## config.mk

```make
export PLATFORM = sky130hd
export DESIGN_NAME = pipe_skid_buffer_32bit
export DESIGN_NICKNAME = d
export VERILOG_FILES = /design/src/rtl/pipe_pkg.sv /design/src/rtl/pipe_skid_buffer_32bit.sv
export SDC_FILE = /design/constraint.sdc
export NUM_CORES = 1
export LEC_CHECK = 0
export CAP_MARGIN = 5
export CORE_MARGIN = 5
export CORE_UTILIZATION = 54
export DETAILED_ROUTE_END_ITERATION = 8
export PLACE_DENSITY = 0.93
export SLEW_MARGIN = 10
export SYNTH_ARGS = -nofsm -noshare
export SYNTH_HDL_FRONTEND = slang
export SYNTH_SLANG_ARGS = --single-unit
export TNS_END_PERCENT = 50
```

## constraint.sdc

```tcl
create_clock -name clk -period 2.7 [get_ports clk]
set_input_delay 0.405 -clock clk [delete_from_list [all_inputs] [get_ports clk]]
set_output_delay 0.405 -clock clk [all_outputs]
set_load 0.05 [all_outputs]
```

## src/rtl/pipe_pkg.sv

```systemverilog
// Shared definitions for the skid-buffer pipeline stage.
//   skid_state_e : occupancy state of the two-entry buffer
//   STALL_CNT_W  : width of the optional stall-cycle counter
package pipe_pkg;

  typedef enum logic [1:0] {
    SKID_EMPTY,
    SKID_BUSY,
    SKID_FULL
  } skid_state_e;

  localparam int unsigned STALL_CNT_W = 16;

endpackage

```

## src/rtl/pipe_skid_buffer_32bit.sv

```systemverilog
// Two-entry valid/ready pipeline stage with a skid register. in_ready,
// out_valid and out_data are all registered, so a downstream stall never
// forms a combinational path back to the upstream stage.
//
// Ports:
//   clk        rising-edge clock
//   rst_ni     asynchronous active-low reset
//   flush      synchronous discard of all held beats
//   in_valid   upstream beat present
//   in_data    upstream payload
//   in_ready   buffer can accept a beat this cycle
//   out_valid  out_data holds a beat
//   out_data   payload from the main register
//   out_ready  downstream accepts the beat this cycle
//   stall_cnt  saturating count of out_valid & !out_ready cycles
//              (only when PIPE_SKID_STATS_EN is defined)
module pipe_skid_buffer_32bit
  import pipe_pkg::*;
#(
  parameter int unsigned WIDTH = 32
) (
  input  logic                   clk,
  input  logic                   rst_ni,
  input  logic                   flush,
  input  logic                   in_valid,
  input  logic [WIDTH-1:0]       in_data,
  output logic                   in_ready,
  output logic                   out_valid,
  output logic [WIDTH-1:0]       out_data,
  input  logic                   out_ready
`ifdef PIPE_SKID_STATS_EN
  ,
  output logic [STALL_CNT_W-1:0] stall_cnt
`endif
);

  skid_state_e      state_q, state_d;
  logic [WIDTH-1:0] main_q, skid_q;
  logic             in_xfer, out_xfer;
  logic             load_main_in, load_main_skid, load_skid;

  assign in_xfer  = in_valid & in_ready;
  assign out_xfer = out_valid & out_ready;
  assign out_data = main_q;

  always_comb begin
    state_d        = state_q;
    load_main_in   = 1'b0;
    load_main_skid = 1'b0;
    load_skid      = 1'b0;
    case (state_q)
      SKID_EMPTY: begin
        if (in_xfer) begin
          load_main_in = 1'b1;
          state_d      = SKID_BUSY;
        end
      end
      SKID_BUSY: begin
        if (in_xfer && out_xfer) begin
          load_main_in = 1'b1;
        end else if (in_xfer) begin
          load_skid = 1'b1;
          state_d   = SKID_FULL;
        end else if (out_xfer) begin
          state_d = SKID_EMPTY;
        end
      end
      SKID_FULL: begin
        if (out_ready) begin
          load_main_skid = 1'b1;
          state_d        = SKID_BUSY;
        end
      end
      default: state_d = SKID_EMPTY;
    endcase
    // Flush wins over every transfer: the offered beat is dropped and
    // nothing is captured.
    if (flush) begin
      state_d        = SKID_EMPTY;
      load_main_in   = 1'b0;
      load_main_skid = 1'b0;
      load_skid      = 1'b0;
    end
  end

  always_ff @(posedge clk or negedge rst_ni) begin
    if (!rst_ni) begin
      state_q   <= SKID_EMPTY;
      main_q    <= '0;
      skid_q    <= '0;
      in_ready  <= 1'b1;
      out_valid <= 1'b0;
    end else begin
      state_q   <= state_d;
      // Handshake outputs decode the next state so they are registered
      // yet already reflect this edge's transfers.
      in_ready  <= (state_d != SKID_FULL);
      out_valid <= (state_d != SKID_EMPTY);
      if (load_main_in) begin
        main_q <= in_data;
      end else if (load_main_skid) begin
        main_q <= skid_q;
      end
      if (load_skid) begin
        skid_q <= in_data;
      end
    end
  end

`ifdef PIPE_SKID_STATS_EN
  logic [STALL_CNT_W-1:0] stall_q;

  always_ff @(posedge clk or negedge rst_ni) begin
    if (!rst_ni) begin
      stall_q <= '0;
    end else if (out_valid && !out_ready && (stall_q != '1)) begin
      stall_q <= stall_q + STALL_CNT_W'(1);
    end
  end

  assign stall_cnt = stall_q;
`endif

endmodule

```

# Word-level counts from Yosys, hierarchy flattened
# Cells that the tools add are included.
dict set report totals {
  register_bits 68
  in_bits 37
  out_inout_bits 34
}
dict set report op_classes {
  reduce_logical 4
  muxes 19
  bitwise_logic 2
  eq_ne 3
}
# cell count
set op_table {}
lappend op_table {{$mux 32} 2}
lappend op_table {{$mux 2} 6}
lappend op_table {{$mux 1} 9}
lappend op_table {{$pmux 2 s3} 1}
lappend op_table {{$reduce_bool 2->1} 2}
lappend op_table {{$and 1x1->1} 2}
lappend op_table {{$eq 2x1->1 const B} 1}
lappend op_table {{$eq 2x2->1 const B} 1}
lappend op_table {{$logic_not 2->1} 1}
lappend op_table {{$ne 2x2->1 const B} 1}
lappend op_table {{$pmux 1 s2} 1}
lappend op_table {{$logic_and 1x1->1} 1}

# Logic depth before layout (Yosys ltp)
# Gate-level depths: netlist of run 1.
dict set report logic_depth {
  ltp_word 7
  depth_mapped 5
}

# Least setup slack after synthesis of run 1
# OpenSTA, ideal clock, no wires.
dict set report synth_path {
  path_type {flip-flop to flip-flop}
  start {register out_valid}
  end {register main_q[11], in the netlist out_data[11]}
  setup_time_ns 0.125
  t_arrival_ns 1.826
  setup_slack_ns 0.749
  t_required_ns 2.575
  stages_incl_launch_ff 6
  n_path_buf 2
  path_cell_list {dfrtp_1 > a21boi_2 > or4_4 > buf_6 > buf_6 > mux2_4}
}
dict set report synth_via {
  elab_chain_len 6
}
# element line
set synth_lines {}
lappend synth_lines {{start, declared} pipe_skid_buffer_32bit.sv:28} ;# output logic out_valid,
lappend synth_lines {{start signal, assigned} pipe_skid_buffer_32bit.sv:98} ;# out_valid <= (state_d != SKID_EMPTY);
lappend synth_lines {{$and 1x1->1 *} pipe_skid_buffer_32bit.sv:43} ;# assign out_xfer = out_valid & out_ready;
lappend synth_lines {{$logic_and 1x1->1 *} pipe_skid_buffer_32bit.sv:59} ;# if (in_xfer && out_xfer) begin
lappend synth_lines {{$mux 1 *} pipe_skid_buffer_32bit.sv:59}
lappend synth_lines {{$pmux 1 s2 *} pipe_skid_buffer_32bit.sv:51} ;# case (state_q)
lappend synth_lines {{$mux 1 *} pipe_skid_buffer_32bit.sv:78} ;# if (flush) begin
lappend synth_lines {{$mux 32 or $reduce_bool 2->1 (tied branches)} --}
lappend synth_lines {{end signal, assigned} pipe_skid_buffer_32bit.sv:100} ;# main_q <= in_data;
lappend synth_lines {{end signal, assigned} pipe_skid_buffer_32bit.sv:102} ;# main_q <= skid_q;
lappend synth_lines {{end, declared} pipe_skid_buffer_32bit.sv:38} ;# logic [WIDTH-1:0] main_q, skid_q;
# Every way passes the cells marked *; elsewhere a longest branch is shown, timed or not.
# A chain may end at the register's enable or synchronous reset.

# Worst setup path in the final report of run 1
dict set report layout_path {
  start {register in_ready}
  end {output in_ready}
}
# element line
set layout_lines {}
lappend layout_lines {{start, declared} pipe_skid_buffer_32bit.sv:27} ;# output logic in_ready,
lappend layout_lines {{start signal, assigned} pipe_skid_buffer_32bit.sv:97} ;# in_ready <= (state_d != SKID_FULL);
# No word-level cell between the ends.

==> results of run 1 <==
## stage by stage
step / util / worst slack, ns / power (uW) / instance area (um^2)
after CTS: 0.734 / 0.602 / 4330 / 4040
after global routing: 0.734 / 0.574 / 4520 / 4040
after global placement: 0.699 / 0.352 / 3430 / 3850
final: 0.734 / 0.623 / 4290 / 4040
after floorplan: - / 0.749 / 2920 / 3070
after detailed placement: 0.699 / 0.315 / 3510 / 3850
## layer usage
metal,vias up,share of wire,global-route usage
met3,9,0.069,0.0612
met4,0,0.014,0.0662
met1,901,0.43,0.223
met5,-,0,0
li1,830,-,-
met2,54,0.49,0.283
## worst paths after layout
path | to | slack, ns | cells past startpoint
max | in_ready | 0.62 | 1
min reg2reg | skid_q[21] | 0.51 | 1
min | skid_q[5] | 0.1 | 1
min in group clk | skid_q[21] | 0.51 | 1
max in group asynchronous | in_ready | 1.89 | 2
max reg2reg | out_data[28] | 0.76 | 3
## synth_stat cells, drive strengths merged, types with 2 or more instances
cell     n  area share
mux2    96        0.39
dfrtp   67        0.55
buf     11       0.026
a21boi   2      0.0061
## logic make-up (layout without fill, tap and decap cells)
| kind of cell | Yosys count | after routing |
|---|---|---|
| buf+inv | 12 | 91 |
| flops | 68 | 68 |
| mux | 96 | 96 |
| xor+xnor | 1 | 1 |
| compound gates | 6 | 6 |
| simple gates | 6 | 6 |
## report_power, final
group          switching, uW  internal, uW  total, uW
Combinational            944           885       1830
Sequential               220          1440       1660
Clock                    379           423        802
Total                   1540          2750       4290
## registers in the layout, summed over array words and instances, names as in the netlist
register,count
skid_q,32
in_ready,1
state_q,2
out_valid,1
out_data,32
## cell type report
type	instances	area (um^2)
clock buffers	9	124
clock inverters	7	67.6
fillers	378	1470
inverters	1	3.75
multi-input cells	109	1300
flip-flops and latches	68	1700
well taps	72	90.1
repair buffers	74	751
==> summary.md, run 1 <==
| Metric | Value |
|---|---|
| Fin. Hold Viols | `0` |
| Pin count of the biggest net entering global routing | `41` |
| Status | `finished, final reports clean` |
| RSZ-0062 raised after global routing | `false` |
| Hold_ws | `between 0.09 and 0.1 ns` |
| CTS tree | `yes` |
| Final period util | `0.769` |
| Top Ports | `between 70 and 80` |
| Max Cap Viol | `0` |
| Number of flops mapped to enable cells by yosys | `0` |
| Worst EP required | `2.30 ns` |
| Clk_lat worst skew | `between 0.3 and 0.4 ns` |
| Post_cts resized | `0` |
| Synth Area in Adders | `0` |
| Max Clk Rate | `roughly 480 MHz` |
| Rel. slew slack | `0.554` |
| R2R Path Start | `state_q[0]` |
| Tmin final | `about 2.1 ns` |
| Placed cells | `around 320` |
| H-tree lvl count | `3` |
| P&R area growth vs syn | `31.5%` |
| CP max FO | `3` |
| Slew Limit Fails | `0` |
| Die Wd | `roughly 85 um` |
| FFs w/ async S/R, synth | `1.00` |
| CTS sink cnt | `just under 70` |
| Row count | `27` |
| Worst setup SP type | `register` |
| Die height | `85.5 um` |
| Clock root buffer | `clkbuf_8` |
| Total global routing overflow | `0` |
| Routed Antenna Nets | `0` |
| Syn Inst Count | `189` |
| Iter 0 DRT Violations | `between 50 and 60` |
| Reg clk slew, reported paths | `roughly 0.070 ns` |
| Total number of vias | `between 1500 and 2000` |
| DR WL/cell | `approximately 17 um` |
| WS Path Type | `reg2out` |
| P_leak | `0.00179 uW` |
| Post-Route WL | `between 5 and 6 mm` |
| Synth Area in Simple Gates | `0.0134` |
| Core area | `about 5500 um^2` |
| Final nets | `300` |
| Final clock skew | `0.00598 ns` |
| CP endpoint kind | `output pin` |
| Crit path max-delay family | `buffers and inverters` |
| Critical Path Start | `in_ready` |
| Synthesized-area fraction occupied by xor and xnor cells | `0.00285` |
| Total track usage | `0.177` |
| Pwr Density | `~1100 nW/um^2` |
| Total CTS buffers | `9` |
| Register area share after synthesis | `0.554` |
| Worst Tran Pin Value | `~0.67 ns` |
| Most common cell after layout, fill and taps aside | `clkdlybuf4s50_1` |
| Dpl hpwl | `between 4 and 5 mm` |
| Port Buf Inserts | `70` |
| Placer Congestion | `~0.67` |
| Worst hold path type | `in2async` |
| Post-synthesis register bit count | `68` |
| Syn Std Cell Area | `roughly 3000 um^2` |
| Post-synthesis net count | `226` |
| Cells along the critical path | `clkdlybuf4s50_1` |
| CP max stage cell | `clkdlybuf4s50_1` |
| Post-route DRC | `0` |
| Synth warn | `0` |
| Mean post-synth cell area | `approximately 16 um^2` |
| Final setup fails | `0` |
| Setup_tns | `0 ns` |
| Synth Flop Type | `dfrtp_1` |
| Critical Path AT | `approximately 1.7 ns` |
| Initial antenna violation count | `0` |
| First-pass GRT wire length | `9.98 mm` |
| Antenna cells | `0` |
| VDD IR-drop max | `641 uV` |
| Share of layout cells above drive strength 1 | `0.451` |
| Final non-filler cell total | `340` |
| Post-synthesis mux area share | `0.387` |
| Main combinational cell family by area after synthesis | `multiplexers` |
| Clock Tree Buf Depth | `2` |
| Setup bufs post-CTS | `0` |
| Number of global-route vias before repair | `between 2000 and 2500` |
| Vias per cell | `roughly 5.3` |
| CP peak stage delay | `0.80 ns` |
| Most frequent cells in the layout | `clkdlybuf4s50_1, mux2_2, dfrtp_1` |
| Die area | `approximately 7300 um^2` |
| Post-CTS Hold Fix Bufs | `0` |
| Compound-gate portion of the synthesized area | `0.0155` |
| Initial Utilization | `0.558` |
| WP buf/inv | `1` |
| Synth cell types | `20` |
| DR pass1 iterations | `3` |
(Power assumes the default switching activity.)
==> run 2: changes to the inputs <==
CORE_UTILIZATION = 45   (was 54)
PLACE_DENSITY = 0.84   (was 0.93)
clock period = 1.9 ns   (was 2.7 ns; I/O delays follow)
==> run 2 against run 1 <==
  * Die area grew 18%
  * Hold slack better by 0.31 ns
  * Flip-flop and latch count stayed put
  * Non-clock buffer count up 10
  * Setup slack got worse by 0.55 ns
  * Combinational power is 44% higher
  * Design area is 3.7% higher
  * Global-route usage decreased by 2.5 points
  * Highest routed layer unchanged
==> summary.md, run 2 (synthesis results as in run 1) <==
| Metric | Value |
|---|---|
| Status | `finished, final reports clean` |
| Die Wd | `92.7 um (+8.4%)` |
| Routing usage on met1 | `0.180 (-0.0430)` |
| Iter 0 DRT Violations | `42 (-18%)` |
| Placer Congestion | `0.735 (+10%)` |
| Post-Route WL | `5.92 mm (-0.20%)` |
| Tmin final | `roughly 1.8 ns` |
| Pin count of the biggest net entering global routing | `43 (+4.9%)` |
| Routed Antenna Nets | `0 (unchanged)` |
| Critical Path Start | `flush` |
| Fin. Hold Viols | `0 (unchanged)` |
| Vias per cell | `5.02 (-4.8%)` |
| Max Cap Viol | `0 (unchanged)` |
| H-tree lvl count | `3 (unchanged)` |
| Worst hold path type | `in2async` |
| Number of global-route vias before repair | `2111 (+3.8%)` |
| Die area | `8580 um^2 (+18%)` |
| CTS sink cnt | `68 (unchanged)` |
| Max Clk Rate | `546 MHz` |
| Met2 Use GR | `0.262 (-0.0210)` |
| Design Power | `6320 uW (+47%)` |
| CTS tree | `yes` |
| Worst EP required | `2.13 ns (-0.17 ns)` |
| Pwr Density | `1510 nW/um^2 (+42%)` |
| Final clock skew | `0.00858 ns (+0.00260 ns)` |
| Slew Limit Fails | `0 (unchanged)` |
| Core area | `6720 um^2 (+22%)` |
| DR WL/cell | `16.5 um (-5.2%)` |
| Total CTS buffers | `9 (unchanged)` |
| WS Path Type | `in2reg` |
| Share of layout cells above drive strength 1 | `0.478 (+0.0269)` |
| Final worst setup slack | `0.0693 ns (-0.554 ns)` |
| Post_cts resized | `0 (unchanged)` |
| Worst setup SP type | `input port` |
| Port Buf Inserts | `70 (unchanged)` |
| Total number of vias | `1798 (+0.22%)` |
| Clk_lat worst skew | `0.34 ns (about the same)` |
| Worst Tran Pin Value | `0.515 ns (-0.154 ns)` |
| Critical Path AT | `2.06 ns (+0.39 ns)` |
| Util after Layout | `0.623 (-0.110)` |
| VDD IR-drop max | `852 uV (+33%)` |
| RSZ-0062 raised after global routing | `true` |
| Final setup fails | `0 (unchanged)` |
| Final nets | `310 (+3.3%)` |
| Row count | `30 (+11%)` |
| Clock root buffer | `clkbuf_8` |
| Total track usage | `0.153 (-0.0246)` |
| Clock Tree Buf Depth | `2 (unchanged)` |
| Initial antenna violation count | `0 (unchanged)` |
| Post-route DRC | `0 (unchanged)` |
| Die height | `92.7 um (+8.4%)` |
| Final non-filler cell total | `358 (+5.3%)` |
| R2R setup slack | `0.09 ns (-0.67 ns)` |
| R2R Path Start | `state_q[1]` |
| Most common cell after layout, fill and taps aside | `clkdlybuf4s50_1` |
| Placed cells | `341 (+5.2%)` |
| Dpl hpwl | `4.23 mm (+3.8%)` |
| P_leak | `0.00186 uW (+3.6%)` |
| Total global routing overflow | `0 (unchanged)` |
| Grt met3 use | `0.0601 (-0.00105)` |
| Rel. slew slack | `0.656 (+0.101)` |
| Setup bufs post-CTS | `0 (unchanged)` |
| P&R area growth vs syn | `36.3%` |
| Most frequent cells in the layout | `clkdlybuf4s50_1, mux2_2, dfrtp_1` |
| First-pass GRT wire length | `10.2 mm (+2.3%)` |
| Antenna cells | `0 (unchanged)` |
| Final period util | `0.964` |
| Reg clk slew, reported paths | `0.08 ns (about the same)` |
| DR pass1 iterations | `3 (unchanged)` |
| CP max FO | `17 (+14)` |
| Initial Utilization | `0.458 (-0.101)` |
| GRT busiest layer | `met2` |
| CP endpoint kind | `register` |
| Pre-CTS setup slack | `-0.309 ns (-0.623 ns)` |
| Top Ports | `71 (unchanged)` |
==> run 2: changes by cell type in the layout (fill, tap and decap cells not counted), sizes merged <==
| cell | previous run | this run |
|---|---|---|
| clkbuf | 9 | 11 |
| clkinv | 6 | 1 |
| buf | 5 | 15 |
| clkinvlp | 0 | 2 |
| bufinv | 1 | 2 |
| dlygate4sd3 | 0 | 1 |
| clkdlybuf4s50 | 69 | 68 |
==> run 2: where the power goes <==
| group | leakage (uW) | total (uW) | internal (uW) | switching [uW] |
|---|---|---|---|---|
| sequential | 0.000810 | 2340 | 2040 | 296 |
| combinational | 0.000934 | 2630 | 1290 | 1350 |
| clock | 0.000112 | 1340 | 812 | 533 |
| total | 0.00186 | 6320 | 4140 | 2170 |
==> run 2: per-layer routing <==
| layer | part of all wire | wire length [um] |
|---|---|---|
| met5 | 0 | 0 |
| met3 | 0.062 | 365 |
| met2 | 0.51 | 3010 |
| met4 | 0.0096 | 57 |
| met1 | 0.42 | 2490 |
==> run 2: layout make-up <==
type / count / area, um^2
Multi-Input combinational cell: 109 / 1310
Timing Repair Buffer: 84 / 841
Clock inverter: 5 / 83.8
Fill cell: 534 / 2530
Clock buffer: 11 / 151
Inverter: 1 / 3.75
Tap cell: 80 / 100
Sequential cell: 68 / 1700
==> run 2: metrics by stage <==
step / area [um^2] / TNS (ns) / hold slack (ns)
after floorplan: 3080 / 0 / -0.0106
after global placement: 3940 / -8.38 / 0.221
after detailed placement: 3940 / -11.69 / 0.230
after CTS: 4190 / 0 / 0.399
after global routing: 4190 / -0.0194 / 0.428
final: 4190 / 0 / 0.408
==> run 2: timing repair <==
action | in CTS | in global routing
hold buffers | 1 | 0
setup endpoints to repair | 0 | 3
endpoints found under the hold margin | 25 | 0
==> run 2: final timing paths <==
check,end,cells after the start
worst max-delay path,out_data[17],5
worst min-delay path,out_data[26],2
worst max register to register,out_data[17],4
worst min register to register,skid_q[12],1
max in group asynchronous,out_data[3],3
min in group clk,skid_q[12],1
==> run 2: worst max-delay path: stages <==
cell             delay, ns
clkdlybuf4s50_1       0.49
nor4bb_4              0.33
buf_4                 0.31
mux2_2                0.37
mux2_4                0.26
==> run 3: changes to the inputs <==
REMOVE_ABC_BUFFERS = 1   (was default)
==> run 3 against run 2 <==
  * Cell count decreased by 0.56%
  * Clock power fell by 17%
  * Design area shrank 1.6%
  * Largest power group unchanged
==> summary.md, run 3 (synthesis results as in run 1) <==
| Metric | Value |
|---|---|
| Status | `finished, final reports clean` |
| Fillers | `536 (+0.37%)` |
| Routing usage on met1 | `0.184 (+0.00451)` |
| Total track usage | `0.144 (-0.00854)` |
| Top Ports | `71 (unchanged)` |
| Logic pwr share | `0.430 (+0.014)` |
| Most common cell after layout, fill and taps aside | `clkdlybuf4s50_1` |
| Worst hold path type | `in2async` |
| WS Path Type | `in2reg` |
| Total global routing overflow | `0 (unchanged)` |
| FF/Latch Area | `1700 um^2 (about the same)` |
| Area of the multi-input gates | `1300 um^2 (-0.19%)` |
| Setup bufs post-CTS | `0 (unchanged)` |
| DR pass1 iterations | `3 (unchanged)` |
| GRT busiest layer | `met2` |
| Worst r2r path cells | `4 (unchanged)` |
| Post-Route WL | `5.73 mm (-3.3%)` |
| Final clock skew | `0.0124 ns (+0.00379 ns)` |
| Dpl hpwl | `3.93 mm (-7.2%)` |
| Reg clk slew, reported paths | `0.07 ns (about the same)` |
| P_leak | `0.00183 uW (-1.5%)` |
| Worst r2r dst | `out_data[0]` |
| Final period util | `0.947 (-0.0169)` |
| Clk_lat worst skew | `0.33 ns (about the same)` |
| DR WL/cell | `16.1 um (-2.8%)` |
| Slew Limit Fails | `0 (unchanged)` |
| Worst Tran Pin Value | `0.560 ns (+0.0455 ns)` |
| Sw power | `2130 uW (-2.3%)` |
| Row count | `30 (unchanged)` |
| Worst EP required | `2.11 ns (-0.02 ns)` |
| CTS tree | `yes` |
| Final setup fails | `0 (unchanged)` |
| Rel. slew slack | `0.626 (-0.0293)` |
| Final nets | `308 (-0.65%)` |
| Die height | `92.7 um (unchanged)` |
| Pwr Density | `1470 nW/um^2 (-2.6%)` |
| Grt met3 use | `0.0422 (-0.0179)` |
| Most frequent cells in the layout | `clkdlybuf4s50_1, mux2_2, dfrtp_1` |
| RSZ-0062 raised after global routing | `false` |
| Clock Tree Buf Depth | `2 (unchanged)` |
| Pin count of the biggest net entering global routing | `35 (-19%)` |
| Core area | `6720 um^2 (unchanged)` |
| R2R Path Start | `state_q[1]` |
| Die area | `8580 um^2 (unchanged)` |
| First-pass GRT wire length | `9.63 mm (-5.7%)` |
| Internal power | `3930 uW (-5.1%)` |
| Iter 0 DRT Violations | `52 (+24%)` |
| Vias per cell | `5.08 (+1.1%)` |
| P&R area growth vs syn | `34.1%` |
| Util after Layout | `0.614 (-0.00987)` |
| Post-DP Area | `3940 um^2 (-0.22%)` |
| Critical Path AT | `2.01 ns (-0.05 ns)` |
| Max Cap Viol | `0 (unchanged)` |
| Sw Share | `0.351 (+0.00667)` |
| CTS sink cnt | `68 (unchanged)` |
| Initial Utilization | `0.458 (unchanged)` |
| Routed Antenna Nets | `0 (unchanged)` |
| Final Cell Area | `4120 um^2 (-1.6%)` |
| Die Wd | `92.7 um (unchanged)` |
| Fin. Hold Viols | `0 (unchanged)` |
| Met2 Use GR | `0.230 (-0.0326)` |
| VDD IR-drop max | `725 uV (-15%)` |
| CP endpoint kind | `register` |
| Post-route DRC | `0 (unchanged)` |
| Seq pwr share | `0.386 (+0.015)` |
| CP max FO | `33 (+16)` |
| Placer Congestion | `0.820 (+11%)` |
| Share of layout cells above drive strength 1 | `0.449 (-0.0291)` |
| Max Clk Rate | `556 MHz (+1.8%)` |
| Total CTS buffers | `9 (unchanged)` |
| Clock root buffer | `clkbuf_8` |
| Worst setup SP type | `input port` |
| Clock power frac | `0.184 (-0.029)` |
| Port Buf Inserts | `70 (unchanged)` |
| Tmin final | `1.80 ns (-0.0321 ns)` |
| Initial antenna violation count | `0 (unchanged)` |
| H-tree lvl count | `3 (unchanged)` |
| R2R setup slack | `0.13 ns (+0.04 ns)` |
| Total number of vias | `1808 (+0.56%)` |
| Number of global-route vias before repair | `1917 (-9.2%)` |
| Antenna cells | `0 (unchanged)` |
## run 3: changes by cell type in the layout (fill, tap and decap cells not counted)
cell        change
nand2_1         +1
clkinvlp_4      -2
buf_12          +1
buf_2           +1
clkbuf_8        -2
dfrtp_1         +1
bufinv_16       -1
clkinv_2        +1
buf_4           -4
clkbuf_1        +5
dfrtp_2         -1
nand2_2         -1
clkinv_4        -1
## run 3: critical path, stage by stage
cell and delay, ns:
clkdlybuf4s50_1 0.48, nor4bb_4 0.36, buf_12 0.26, mux2_2 0.35, mux2_4 0.26
## run 3: area by class of cell
class	instances	share of cell area
clock buffer	14	0.0346
inverter	1	0.000910
timing repair buffer	82	0.203
clock inverter	2	0.00850
sequential	68	0.413
multi-input combinational	109	0.316
tap	80	0.0243
## run 3: layer usage
layer | wire length [um] | share of wire | vias to the layer above
met5 | 0 | 0 | -
met4 | 95 | 0.017 | 0
met3 | 300 | 0.052 | 10
met2 | 2750 | 0.48 | 45
met1 | 2580 | 0.45 | 909
li1 | - | - | 844
## run 3: power by group through the flow
stage / Sequential, uW / Clock (uW) / Combinational, uW
after floorplan: 3170 / 0 / 965
after global placement: 2340 / 0 / 2580
after detailed placement: 2370 / 0 / 2630
after CTS: 2350 / 1140 / 2640
after global routing: 2420 / 1210 / 2740
final: 2340 / 1110 / 2610
## run 3: what timing repair did
action | in CTS | in global routing
hold buffers | 1 | 0
endpoints found under the hold margin | 20 | 0
resized for setup | 0 | 0
## run 3: stage by stage
stage	setup slack [ns]	hold slack (ns)	cells	total power [uW]	TNS [ns]
finish	0.101	0.478	356	6060	0
global route	0.0289	0.521	356	6370	0
CTS	0.0797	0.482	356	6130	0
detailed placement	-0.252	0.306	339	5000	-9.29
global placement	-0.218	0.305	339	4910	-7.28
floorplan	-2.58	-0.0106	178	4140	-105.13
## run 3: worst max-delay path by stage
stage | startpoint | slack (ns) | depth (start not counted) | end
3_5_place_dp | flush | -0.25 | 5 | out_data[22]
5_1_grt | out_data[14] | 0.03 | 1 | out_data[14]
4_1_cts | out_data[11] | 0.08 | 1 | out_data[11]
3_3_place_gp | flush | -0.22 | 5 | out_data[7]
2_1_floorplan | state_q[1] | -2.58 | 3 | out_data[10]
6_report | flush | 0.10 | 5 | out_data[0]
